$ cat config.mk
export PLATFORM = sky130hd
export DESIGN_NAME = sram_reader_flat
export DESIGN_NICKNAME = d
export VERILOG_FILES = /design/src/rtl/hydra_pkg.sv /design/src/rtl/sram_reader_if.sv /design/src/rtl/sram_rd_fifo.sv /design/src/rtl/sram_reader.sv /design/src/flat_wrapper.sv
export SDC_FILE = /design/constraint.sdc
export NUM_CORES = 1
export LEC_CHECK = 0
export ABC_CLOCK_PERIOD_IN_PS = 2600
export CAP_MARGIN = 20
export CORE_MARGIN = 2
export CORE_UTILIZATION = 40
export DETAILED_ROUTE_END_ITERATION = 10
export PLACE_DENSITY = 0.66
export SETUP_SLACK_MARGIN = 0.4
export SLEW_MARGIN = 15
export SYNTH_ARGS = -nofsm -noshare
export SYNTH_HDL_FRONTEND = slang
export SYNTH_SLANG_ARGS = --single-unit
$ cat constraint.sdc
create_clock -name clk -period 2.6 [get_ports clk]
set_clock_uncertainty 0.2 [all_clocks]
set_input_delay 0.52 -clock clk [delete_from_list [all_inputs] [get_ports clk]]
set_output_delay 0.52 -clock clk [all_outputs]
set_load 0.02 [all_outputs]
$ cat src/rtl/hydra_pkg.sv
// Shared constants and types for the packet SRAM read path.
package hydra_pkg;

    localparam int ADDR_W     = 14;
    localparam int DATA_W     = 16;
    localparam int SRAM_DEPTH = 1 << ADDR_W;

    typedef enum logic [1:0] {
        IDLE  = 2'd0,
        READ  = 2'd1,
        DRAIN = 2'd2
    } rd_state_t;

    // One buffered SRAM word plus its end-of-burst marker.
    typedef struct packed {
        logic              last;
        logic [DATA_W-1:0] data;
    } rd_word_t;

endpackage

$ cat src/rtl/sram_reader_if.sv
// Request, SRAM read port and output stream of the SRAM reader.
// The master view is the reader itself; the slave view is its surroundings
// (request source, SRAM and egress logic).
interface sram_reader_if #(
    parameter int LEN_W = 7
);
    import hydra_pkg::*;

    logic              req_valid;
    logic              req_ready;
    logic [ADDR_W-1:0] req_addr;
    logic [LEN_W-1:0]  req_len;

    logic              sram_rd_en;
    logic [ADDR_W-1:0] sram_rd_addr;
    logic [DATA_W-1:0] sram_dout;

    logic              out_valid;
    logic              out_ready;
    logic [DATA_W-1:0] out_data;
    logic              out_last;

    modport master (
        input  req_valid, req_addr, req_len, sram_dout, out_ready,
        output req_ready, sram_rd_en, sram_rd_addr, out_valid, out_data, out_last
    );

    modport slave (
        output req_valid, req_addr, req_len, sram_dout, out_ready,
        input  req_ready, sram_rd_en, sram_rd_addr, out_valid, out_data, out_last
    );

endinterface

$ cat src/rtl/sram_rd_fifo.sv
// Small return buffer holding {last, data} words coming back from the SRAM.
// The reader's credit check keeps pushes from ever hitting a full buffer.
module sram_rd_fifo
    import hydra_pkg::*;
#(
    parameter int BUF_DEPTH = 4
) (
    input  logic                       clk,
    input  logic                       rst_n,
    input  logic                       push,
    input  rd_word_t                   push_word,
    input  logic                       pop,
    output rd_word_t                   head_word,
    output logic [$clog2(BUF_DEPTH):0] occupancy,
    output logic                       empty
);

    localparam int PTR_W = $clog2(BUF_DEPTH);

    rd_word_t         mem [BUF_DEPTH];
    logic [PTR_W-1:0] wr_ptr;
    logic [PTR_W-1:0] rd_ptr;
    logic             pop_ok;

    assign pop_ok    = pop && !empty;
    assign empty     = (occupancy == '0);
    assign head_word = mem[rd_ptr];

    // Storage write; contents need no reset because occupancy guards every read.
    always_ff @(posedge clk) begin
        if (push) begin
            mem[wr_ptr] <= push_word;
        end
    end

    // Pointer and occupancy bookkeeping; push and pop together leave occupancy unchanged.
    always_ff @(posedge clk or negedge rst_n) begin
        if (!rst_n) begin
            wr_ptr    <= '0;
            rd_ptr    <= '0;
            occupancy <= '0;
        end else begin
            if (push) begin
                wr_ptr <= wr_ptr + PTR_W'(1);
            end
            if (pop_ok) begin
                rd_ptr <= rd_ptr + PTR_W'(1);
            end
            case ({push, pop_ok})
                2'b10:   occupancy <= occupancy + 1'b1;
                2'b01:   occupancy <= occupancy - 1'b1;
                default: occupancy <= occupancy;
            endcase
        end
    end

endmodule

$ cat src/rtl/sram_reader.sv
// Burst reader for the packet SRAM: issues one read per cycle while buffer
// credit allows, and streams the returned words out with a last-word flag.
module sram_reader
    import hydra_pkg::*;
#(
    parameter int LEN_W     = 7,
    parameter int BUF_DEPTH = 4
) (
    input  logic          clk,
    input  logic          rst_n,
    sram_reader_if.master bus,
    output logic          busy
);

    localparam int CNT_W = $clog2(BUF_DEPTH) + 1;

    rd_state_t         state;
    rd_state_t         next_state;
    logic [ADDR_W-1:0] addr;
    logic [LEN_W-1:0]  remaining;
    logic              rd_pending;
    logic              last_pending;
    logic              rd_en;
    logic              accept;
    logic              pop;
    logic              fifo_empty;
    logic [CNT_W-1:0]  occupancy;
    logic [CNT_W:0]    credit_used;
    rd_word_t          push_word;
    rd_word_t          head_word;

    // Words already buffered plus the one still coming back from the SRAM.
    assign credit_used = {1'b0, occupancy} + (CNT_W + 1)'(rd_pending);
    assign accept      = (state == IDLE) && bus.req_valid && (bus.req_len != '0);
    assign pop         = !fifo_empty && bus.out_ready;
    assign push_word   = '{last: last_pending, data: bus.sram_dout};

    // State register.
    always_ff @(posedge clk or negedge rst_n) begin
        if (!rst_n) begin
            state <= IDLE;
        end else begin
            state <= next_state;
        end
    end

    // Next-state logic; DRAIN ends once nothing is in flight and the buffer empties.
    always_comb begin
        next_state = state;
        case (state)
            IDLE: begin
                if (accept) begin
                    next_state = READ;
                end
            end
            READ: begin
                if (rd_en && (remaining == LEN_W'(1))) begin
                    next_state = DRAIN;
                end
            end
            DRAIN: begin
                if (!rd_pending && (fifo_empty || (pop && (occupancy == CNT_W'(1))))) begin
                    next_state = IDLE;
                end
            end
            default: next_state = IDLE;
        endcase
    end

    // State-derived outputs; a read goes out only while buffer credit remains.
    always_comb begin
        bus.req_ready    = (state == IDLE);
        busy             = (state != IDLE);
        rd_en            = (state == READ) && (remaining != '0) &&
                           (credit_used < (CNT_W + 1)'(BUF_DEPTH));
        bus.sram_rd_en   = rd_en;
        bus.sram_rd_addr = rd_en ? addr : '0;
    end

    // Burst address/length tracking and the one-cycle read-return marker.
    always_ff @(posedge clk or negedge rst_n) begin
        if (!rst_n) begin
            addr         <= '0;
            remaining    <= '0;
            rd_pending   <= 1'b0;
            last_pending <= 1'b0;
        end else begin
            if (accept) begin
                addr      <= bus.req_addr;
                remaining <= bus.req_len;
            end else if (rd_en) begin
                addr      <= addr + ADDR_W'(1);
                remaining <= remaining - LEN_W'(1);
            end
            rd_pending   <= rd_en;
            last_pending <= rd_en && (remaining == LEN_W'(1));
        end
    end

    sram_rd_fifo #(
        .BUF_DEPTH (BUF_DEPTH)
    ) u_fifo (
        .clk       (clk),
        .rst_n     (rst_n),
        .push      (rd_pending),
        .push_word (push_word),
        .pop       (pop),
        .head_word (head_word),
        .occupancy (occupancy),
        .empty     (fifo_empty)
    );

    assign bus.out_valid = !fifo_empty;
    assign bus.out_data  = fifo_empty ? '0 : head_word.data;
    assign bus.out_last  = fifo_empty ? 1'b0 : head_word.last;

endmodule
$ cat src/flat_wrapper.sv
// flat-port wrapper written by rule: the top's interface ports become plain ports
module sram_reader_flat import hydra_pkg::*;
#(
    parameter int LEN_W     = 7,
    parameter int BUF_DEPTH = 4
)
  (clk, rst_n, busy, bus_req_valid, bus_req_addr, bus_req_len, bus_sram_dout, bus_out_ready, bus_req_ready, bus_sram_rd_en, bus_sram_rd_addr, bus_out_valid, bus_out_data, bus_out_last);
  sram_reader_if #(.LEN_W(LEN_W)) bus_i ();
  input  logic clk;
  input  logic rst_n;
  output logic busy;
  input wire logic [$bits(bus_i.req_valid)-1:0] bus_req_valid;
  input wire logic [$bits(bus_i.req_addr)-1:0] bus_req_addr;
  input wire logic [$bits(bus_i.req_len)-1:0] bus_req_len;
  input wire logic [$bits(bus_i.sram_dout)-1:0] bus_sram_dout;
  input wire logic [$bits(bus_i.out_ready)-1:0] bus_out_ready;
  output wire logic [$bits(bus_i.req_ready)-1:0] bus_req_ready;
  output wire logic [$bits(bus_i.sram_rd_en)-1:0] bus_sram_rd_en;
  output wire logic [$bits(bus_i.sram_rd_addr)-1:0] bus_sram_rd_addr;
  output wire logic [$bits(bus_i.out_valid)-1:0] bus_out_valid;
  output wire logic [$bits(bus_i.out_data)-1:0] bus_out_data;
  output wire logic [$bits(bus_i.out_last)-1:0] bus_out_last;
  assign bus_i.req_valid = bus_req_valid;
  assign bus_i.req_addr = bus_req_addr;
  assign bus_i.req_len = bus_req_len;
  assign bus_i.sram_dout = bus_sram_dout;
  assign bus_i.out_ready = bus_out_ready;
  assign bus_req_ready = bus_i.req_ready;
  assign bus_sram_rd_en = bus_i.sram_rd_en;
  assign bus_sram_rd_addr = bus_i.sram_rd_addr;
  assign bus_out_valid = bus_i.out_valid;
  assign bus_out_data = bus_i.out_data;
  assign bus_out_last = bus_i.out_last;
  sram_reader #(.LEN_W(LEN_W), .BUF_DEPTH(BUF_DEPTH)) u_core (.clk(clk), .rst_n(rst_n), .bus(bus_i), .busy(busy));
endmodule
==> results.cfg, run 1 <==
[grt]
track_usage_pct = 17.0
grt_overflow = 0
grt_pass1_wl_um = 16700
grt_start_max_net_pins = 33
antenna_found_initial = 0
grt_pass1_vias = 3388

[detailed_routing]
dr.pass1.iters = 4
wirelength_um = 10200
avgViaCountPerCell = 5.25
ant_nets = 0
remaining_drc_errors = 0
wl_per_cell_um = 17.2
drt-initial-drc-count = 118
vias = 3116

[floorplanning]
die_x_um = 111
start_util_pct = 40.6
core_um2 = 11300
die_h_um = 111
row_count = 39
io_pins = 76
die_area_um2 = 12400

[cts]
clkLatencyLatePin_ns = 0.34
cts_hold_buf = 0
tritoncts = yes
cts-root-buf = clkbuf_16
clock-sinks = 100
htree_levels = 3
cts.clk_slew.worst_paths_ns = 0.07
cts_buffers = 9
cts_max_path_buffers = 2

[placed_design]
dpl_cell_area_um2 = 5770
port_buffers = 75
post-place-ws_ns = -0.318
hpwl_um = 6380
finalWeightedCongestion = 0.783

[synthesis]
synth_cell_types = 42
synth_area_um2 = 4600
ys_seq_elements = 100
synth-seq-area-share_pct = 61.8
synthCells = 318
synth_edf_count = 68
ys.flop_type = edfxtp_1
synthArstFlopShare_pct = 32.0
yosysWarnings = 0
synthesis.nets = 372
avgSynthCellArea_um2 = 14.5

[setup_path]
crit_path_max_incr_delay_ns = 0.55
cp.required_ns = 1.88
crit_path_end_kind = primary output
worstReg2RegEnd = u_core.addr[8]
r2r_cells = 9
path_delay_family = simple AND/OR/NAND/NOR gates
crit_end = bus_sram_rd_addr[12]
cp_common_cell = buf_6
startpoint = u_core.remaining[5]
reg2reg_slack_ns = -0.12
cp_num_cells = 6
cp.arrival_ns = 2.07
cp_slowest_cell = or4_4
path_buf_inv = 3
crit_path_cell_trace = or4_4 -> o311ai_4 -> buf_6 -> clkinvlp_4 -> and2_4 -> buf_6
crit_path_start_kind = register
crit_type = reg2out
reg2reg_from = u_core.remaining[5]
cp_max_fo = 4

[power]
netSwitchingPower_mw = 3.14
pwr-share-seq_pct = 28.5
swShare_pct = 34.6
combPwrFrac_pct = 56.7
p_clk_share_pct = 14.8
powerDensity_nw_per_um2 = 1380
p_int_mw = 5.93
cellLeakagePower_nw = 2.59
ir_worst_vdd_mv = 0.826

[layout]
fin_nets = 499
fin_area_um2 = 6550
syn_to_final_growth_pct = 42.4
diodes = 0
drive_gt1_share_pct = 39.3

[hold_path]
hp-class = reg2reg

[timing]
fin_ws_ns = -0.187
fmax_mhz = 359
report.final.slew_viol_count = 0
rsz0062_at_grt = yes
period_minus_slack_ns = 2.79
tightest_slew_ns = 0.600
setup_violations = 23
holdWs_ns = 0.307
finalCritPeriodShare_pct = 107
maxSlewHeadroom_pct = 59.5
final-hold-violation-count = 0

[status]
status = finished with violations
violations = setup timing

[job]
drv_cap = 0
==> layout make-up <==
type | count | area [um2]
Clock buffer | 10 | 229
Clock inverter | 6 | 71.3
Fill cell | 918 | 4770
Inverter | 15 | 58.8
Multi-Input combinational cell | 186 | 1780
Sequential cell | 100 | 2840
Tap cell | 143 | 179
Timing Repair Buffer | 132 | 1380
Timing Repair inverter | 1 | 7.51
==> cells in the mapped netlist, types with 2 or more instances <==
cell type,count,area (um2)
edfxtp_1,68,2040
and2_1,34,213
dfrtp_1,32,801
mux4_2,17,383
inv_1,14,52.6
a221o_1,13,130
clkbuf_1,13,48.8
ha_1,13,163
nor2_1,12,45.0
nand2_1,11,41.3
mux2i_1,9,90.1
nor3_1,9,45.0
nand3_1,7,35.0
nand4_1,6,37.5
nor4_1,6,37.5
o21ai_0,5,25.0
and4_1,4,35.0
mux2_2,4,45.0
xnor2_1,4,35.0
a31oi_1,3,18.8
nand2b_1,3,18.8
or3_1,3,18.8
xor2_1,3,26.3
a21o_1,2,15.0
a21oi_1,2,10.0
buf_2,2,10.0
nor3b_1,2,15.0
o311ai_0,2,17.5
o31ai_1,2,15.0
==> cell usage in the layout (no fill, tap or decap), types with 3 or more instances in the layout <==
cell	synthesis	final
and4_1	4	3
buf_12	0	7
nand4_1	6	6
clkdlybuf4s50_1	0	40
nor2_1	12	11
a221o_1	13	13
xor2_1	3	3
and2_1	34	4
ha_1	13	11
nor3_1	9	9
nor4_1	6	6
mux4_2	17	17
clkbuf_16	0	10
mux2i_1	9	9
and2_4	0	30
or3_1	3	3
inv_1	14	12
o21ai_0	5	4
nand2_1	11	11
mux2_2	4	4
nand3_1	7	7
xnor2_1	4	3
edfxtp_1	68	68
a31oi_1	3	3
buf_2	2	4
buf_4	0	36
dfrtp_1	32	31
buf_6	1	40
==> cells by family (layout without fill, tap and decap cells) <==
logic type      after synthesis  count (layout)  share of synthesized area, %
fa+ha+maj                    13              13                          3.54
mux                          31              31                          11.6
xor+xnor                      7               7                          1.33
buf+inv                      32             164                          2.83
flops                       100             100                          61.8
simple gates                102             102                          12.7
compound gates               33              33                          6.23
==> per-layer routing <==
metal / global-route usage [%] / wire length [um] / part of all wire [%]
met1: 22.0 / 4410 / 43
met4: 4.69 / 116 / 1.1
met5: 0 / 0 / 0
met3: 3.61 / 477 / 4.7
met2: 29.3 / 5210 / 51
==> power by group through the flow <==
stage / Clock [mW] / Combinational [mW] / Sequential, mW
3_5_place_dp: 0 / 3.98 / 2.61
2_1_floorplan: 0 / 2.50 / 2.50
4_1_cts: 1.36 / 4.98 / 2.57
5_1_grt: 1.44 / 5.54 / 2.65
6_report: 1.34 / 5.14 / 2.58
3_3_place_gp: 0 / 3.92 / 2.58
==> timing repair <==
action / 4_1_cts / 5_1_grt
gates resized for setup: 226 / 18
setup buffers: 20 / 3
pin swaps: 27 / 29
endpoints found under the setup margin: 59 / 59
gates cloned: 3 / 1
==> flip-flops by register name (all words and copies together) (netlist names) <==
register	cells
u_core.addr	14
u_core.remaining	7
u_core.u_fifo.wr_ptr	2
u_core.u_fifo.mem	68
u_core.state	2
u_core.u_fifo.rd_ptr	2
u_core.last_pending	1
u_core.rd_pending	1
u_core.u_fifo.occupancy	3
==> stage by stage <==
stage | power (mW) | std cells | util [%] | setup TNS, ns
final | 9.07 | 593 | 57.9 | -3.02
after global routing | 9.62 | 593 | 57.9 | -4.89
after CTS | 8.92 | 589 | 56.9 | -3.06
after detailed placement | 6.59 | 550 | 51.0 | -4.21
after global placement | 6.49 | 550 | 51.0 | -3.87
after floorplan | 5.01 | 318 | - | -0.576
==> worst min path at each step <==
| stage | from | end | slack (ns) | depth (start not counted) |
|---|---|---|---|---|
| floorplan | rst_n | u_core.addr[0] | 0.02 | 0 |
| global placement | u_core.last_pending | u_core.u_fifo.mem[2][16] | 0.27 | 0 |
| detailed placement | u_core.last_pending | u_core.u_fifo.mem[0][16] | 0.29 | 0 |
| CTS | u_core.last_pending | u_core.u_fifo.mem[0][16] | 0.30 | 0 |
| global route | u_core.last_pending | u_core.u_fifo.mem[0][16] | 0.32 | 0 |
| finish | u_core.last_pending | u_core.u_fifo.mem[0][16] | 0.31 | 0 |
(Power assumes the default switching activity.)
==> inputs of run 2 (changes only) <==
CORE_ASPECT_RATIO = 1.5   (was not set)
CTS_CLUSTER_SIZE = 28   (was not set)
SKIP_CTS_REPAIR_TIMING = 1   (was not set)
==> run 2 against run 1 <==
The run still ends with setup timing left; register-to-register slack worse by 0.09 ns; routed wire length up 5.2%; utilization down 0.63 points; non-clock buffer count unchanged; sequential share of layout area up 0.36 points; final cell count up 1.0%; total power down 3.0%; combinational power down 4.3%; worst hold slack worse by 0.019 ns; maximum frequency down 1.8%; via count up 1.1%; critical path depth unchanged; largest cell class unchanged.
==> results.cfg, run 2 (synthesis gave the netlist of run 1 again) <==
[grt]
grt_pass1_wl_um = 15600
grt_start_max_net_pins = 33
met3_usage_pct = 3.01
met2_usage_pct = 30.3
grt_most_used_layer = met2
grt_overflow = 0
grt_pass1_vias = 3148
antenna_found_initial = 0
use_met1_pct = 18.8
track_usage_pct = 16.3

[timing]
period_minus_slack_ns = 2.84
final-hold-violation-count = 0
setup_violations = 32
maxSlewHeadroom_pct = 64.2
tightest_slew_ns = 0.530
finalCritPeriodShare_pct = 109
fmax_mhz = 353
rsz0062_at_grt = yes
report.final.slew_viol_count = 0
holdWs_ns = 0.288
fin_ws_ns = -0.237
tns_ns = -4.58

[detailed_routing]
wirelength_um = 10800
dr.pass1.iters = 4
drt-initial-drc-count = 150
avgViaCountPerCell = 5.26
ant_nets = 0
wl_per_cell_um = 18.0
vias = 3150
remaining_drc_errors = 0

[status]
status = finished with violations
violations = setup timing

[floorplanning]
row_count = 48
die_area_um2 = 12400
die_h_um = 135
io_pins = 76
start_util_pct = 40.5
die_x_um = 91.6
core_um2 = 11400

[job]
drv_cap = 0

[setup_path]
cp_max_fo = 8
crit_path_start_kind = register
cp.required_ns = 1.88
cp.arrival_ns = 2.12
crit_type = reg2out
crit_path_end_kind = primary output

[cts]
htree_levels = 3
cts_buffers = 9
tritoncts = yes
cts_max_path_buffers = 2
clkLatencyLatePin_ns = 0.34
clock-sinks = 100
cts.clk_slew.worst_paths_ns = 0.07
cts-root-buf = clkbuf_16

[layout]
final_cell_mix = 68 x edfxtp_1, 40 x clkdlybuf4s50_1, 39 x buf_4
largest_register_ffs = 68
drive_gt1_share_pct = 38.8
syn_to_final_growth_pct = 41.2
fin_nets = 498
regMostFlops = u_core.u_fifo.mem
reg.largest.list = u_core.u_fifo.mem x68, u_core.addr x14, u_core.remaining x7
fin_cells = 599
diodes = 0
fill_cells = 911
layout_commonest_cell = edfxtp_1

[power]
pwr-share-seq_pct = 29.6
p_clk_share_pct = 14.5
powerDensity_nw_per_um2 = 1350
p_int_mw = 5.58
netSwitchingPower_mw = 3.22
cellLeakagePower_nw = 2.54
swShare_pct = 36.6
combPwrFrac_pct = 56.0
ir_worst_vdd_mv = 0.938

[placed_design]
dp_cells = 555
finalWeightedCongestion = 0.802
hpwl_um = 6750
port_buffers = 75

[hold_path]
hp-class = reg2reg
## run 2: cell count changes in the layout (fill, tap and decap cells not counted), sizes merged
cell          before  now
buf               88   80
bufbuf             1    0
bufinv             1    0
clkbuf            11   19
clkinv             1    3
clkinvlp           2    1
dlygate4sd2        2    0
dlymetal6s2s       0    2
## run 2: final timing paths
path	from	to	slack, ns	cells past startpoint
min	u_core.last_pending	u_core.u_fifo.mem[2][16]	0.29	0
min in group asynchronous	rst_n	u_core.remaining[5]	0.38	2
max in group asynchronous	rst_n	u_core.u_fifo.occupancy[0]	1.48	2
min reg2reg	u_core.last_pending	u_core.u_fifo.mem[2][16]	0.29	0
max reg2reg	u_core.remaining[2]	u_core.addr[9]	-0.21	9
max	u_core.remaining[2]	bus_sram_rd_addr[9]	-0.24	6
## run 2: metal layers
metal | share of wire [%] | vias to the layer above
met1 | 39 | 1561
met4 | 1.8 | 0
li1 | - | 1471
met2 | 55 | 101
met3 | 4.8 | 17
met5 | 0 | -
## run 2: layout make-up
cell class / count / area [um2] / area share (%)
Sequential cell: 100 / 2840 / 43.8
Multi-Input combinational cell: 186 / 1770 / 27.3
Clock inverter: 7 / 57.6 / 0.886
Timing Repair Buffer: 132 / 1350 / 20.7
Inverter: 15 / 61.3 / 0.944
Clock buffer: 9 / 225 / 3.47
Tap cell: 150 / 188 / 2.89
## run 2: stage by stage
stage	utilization (%)	area [um2]	setup WS (ns)	total power [mW]
after floorplan	-	4670	-0.0481	5.01
after global placement	50.8	5770	-0.273	6.46
after global routing	57.2	6500	-0.272	9.30
after detailed placement	50.8	5770	-0.324	6.57
after CTS	53.3	6050	-0.703	7.86
final	57.2	6500	-0.237	8.80
## run 2: worst max-delay path, cell delays in order, from the launching register on
cell and delay, ns:
dfrtp_1 0.40, or4_4 0.54, o311ai_4 0.30, clkinv_4 0.10, buf_8 0.15, and2_4 0.16, buf_6 0.12
## run 2: power by group through the flow
stage / logic (mW) / registers [mW] / clock network [mW]
6_report: 4.92 / 2.60 / 1.27
5_1_grt: 5.28 / 2.66 / 1.37
4_1_cts: 3.97 / 2.59 / 1.31
3_5_place_dp: 3.95 / 2.61 / 0
3_3_place_gp: 3.88 / 2.58 / 0
2_1_floorplan: 2.50 / 2.50 / 0
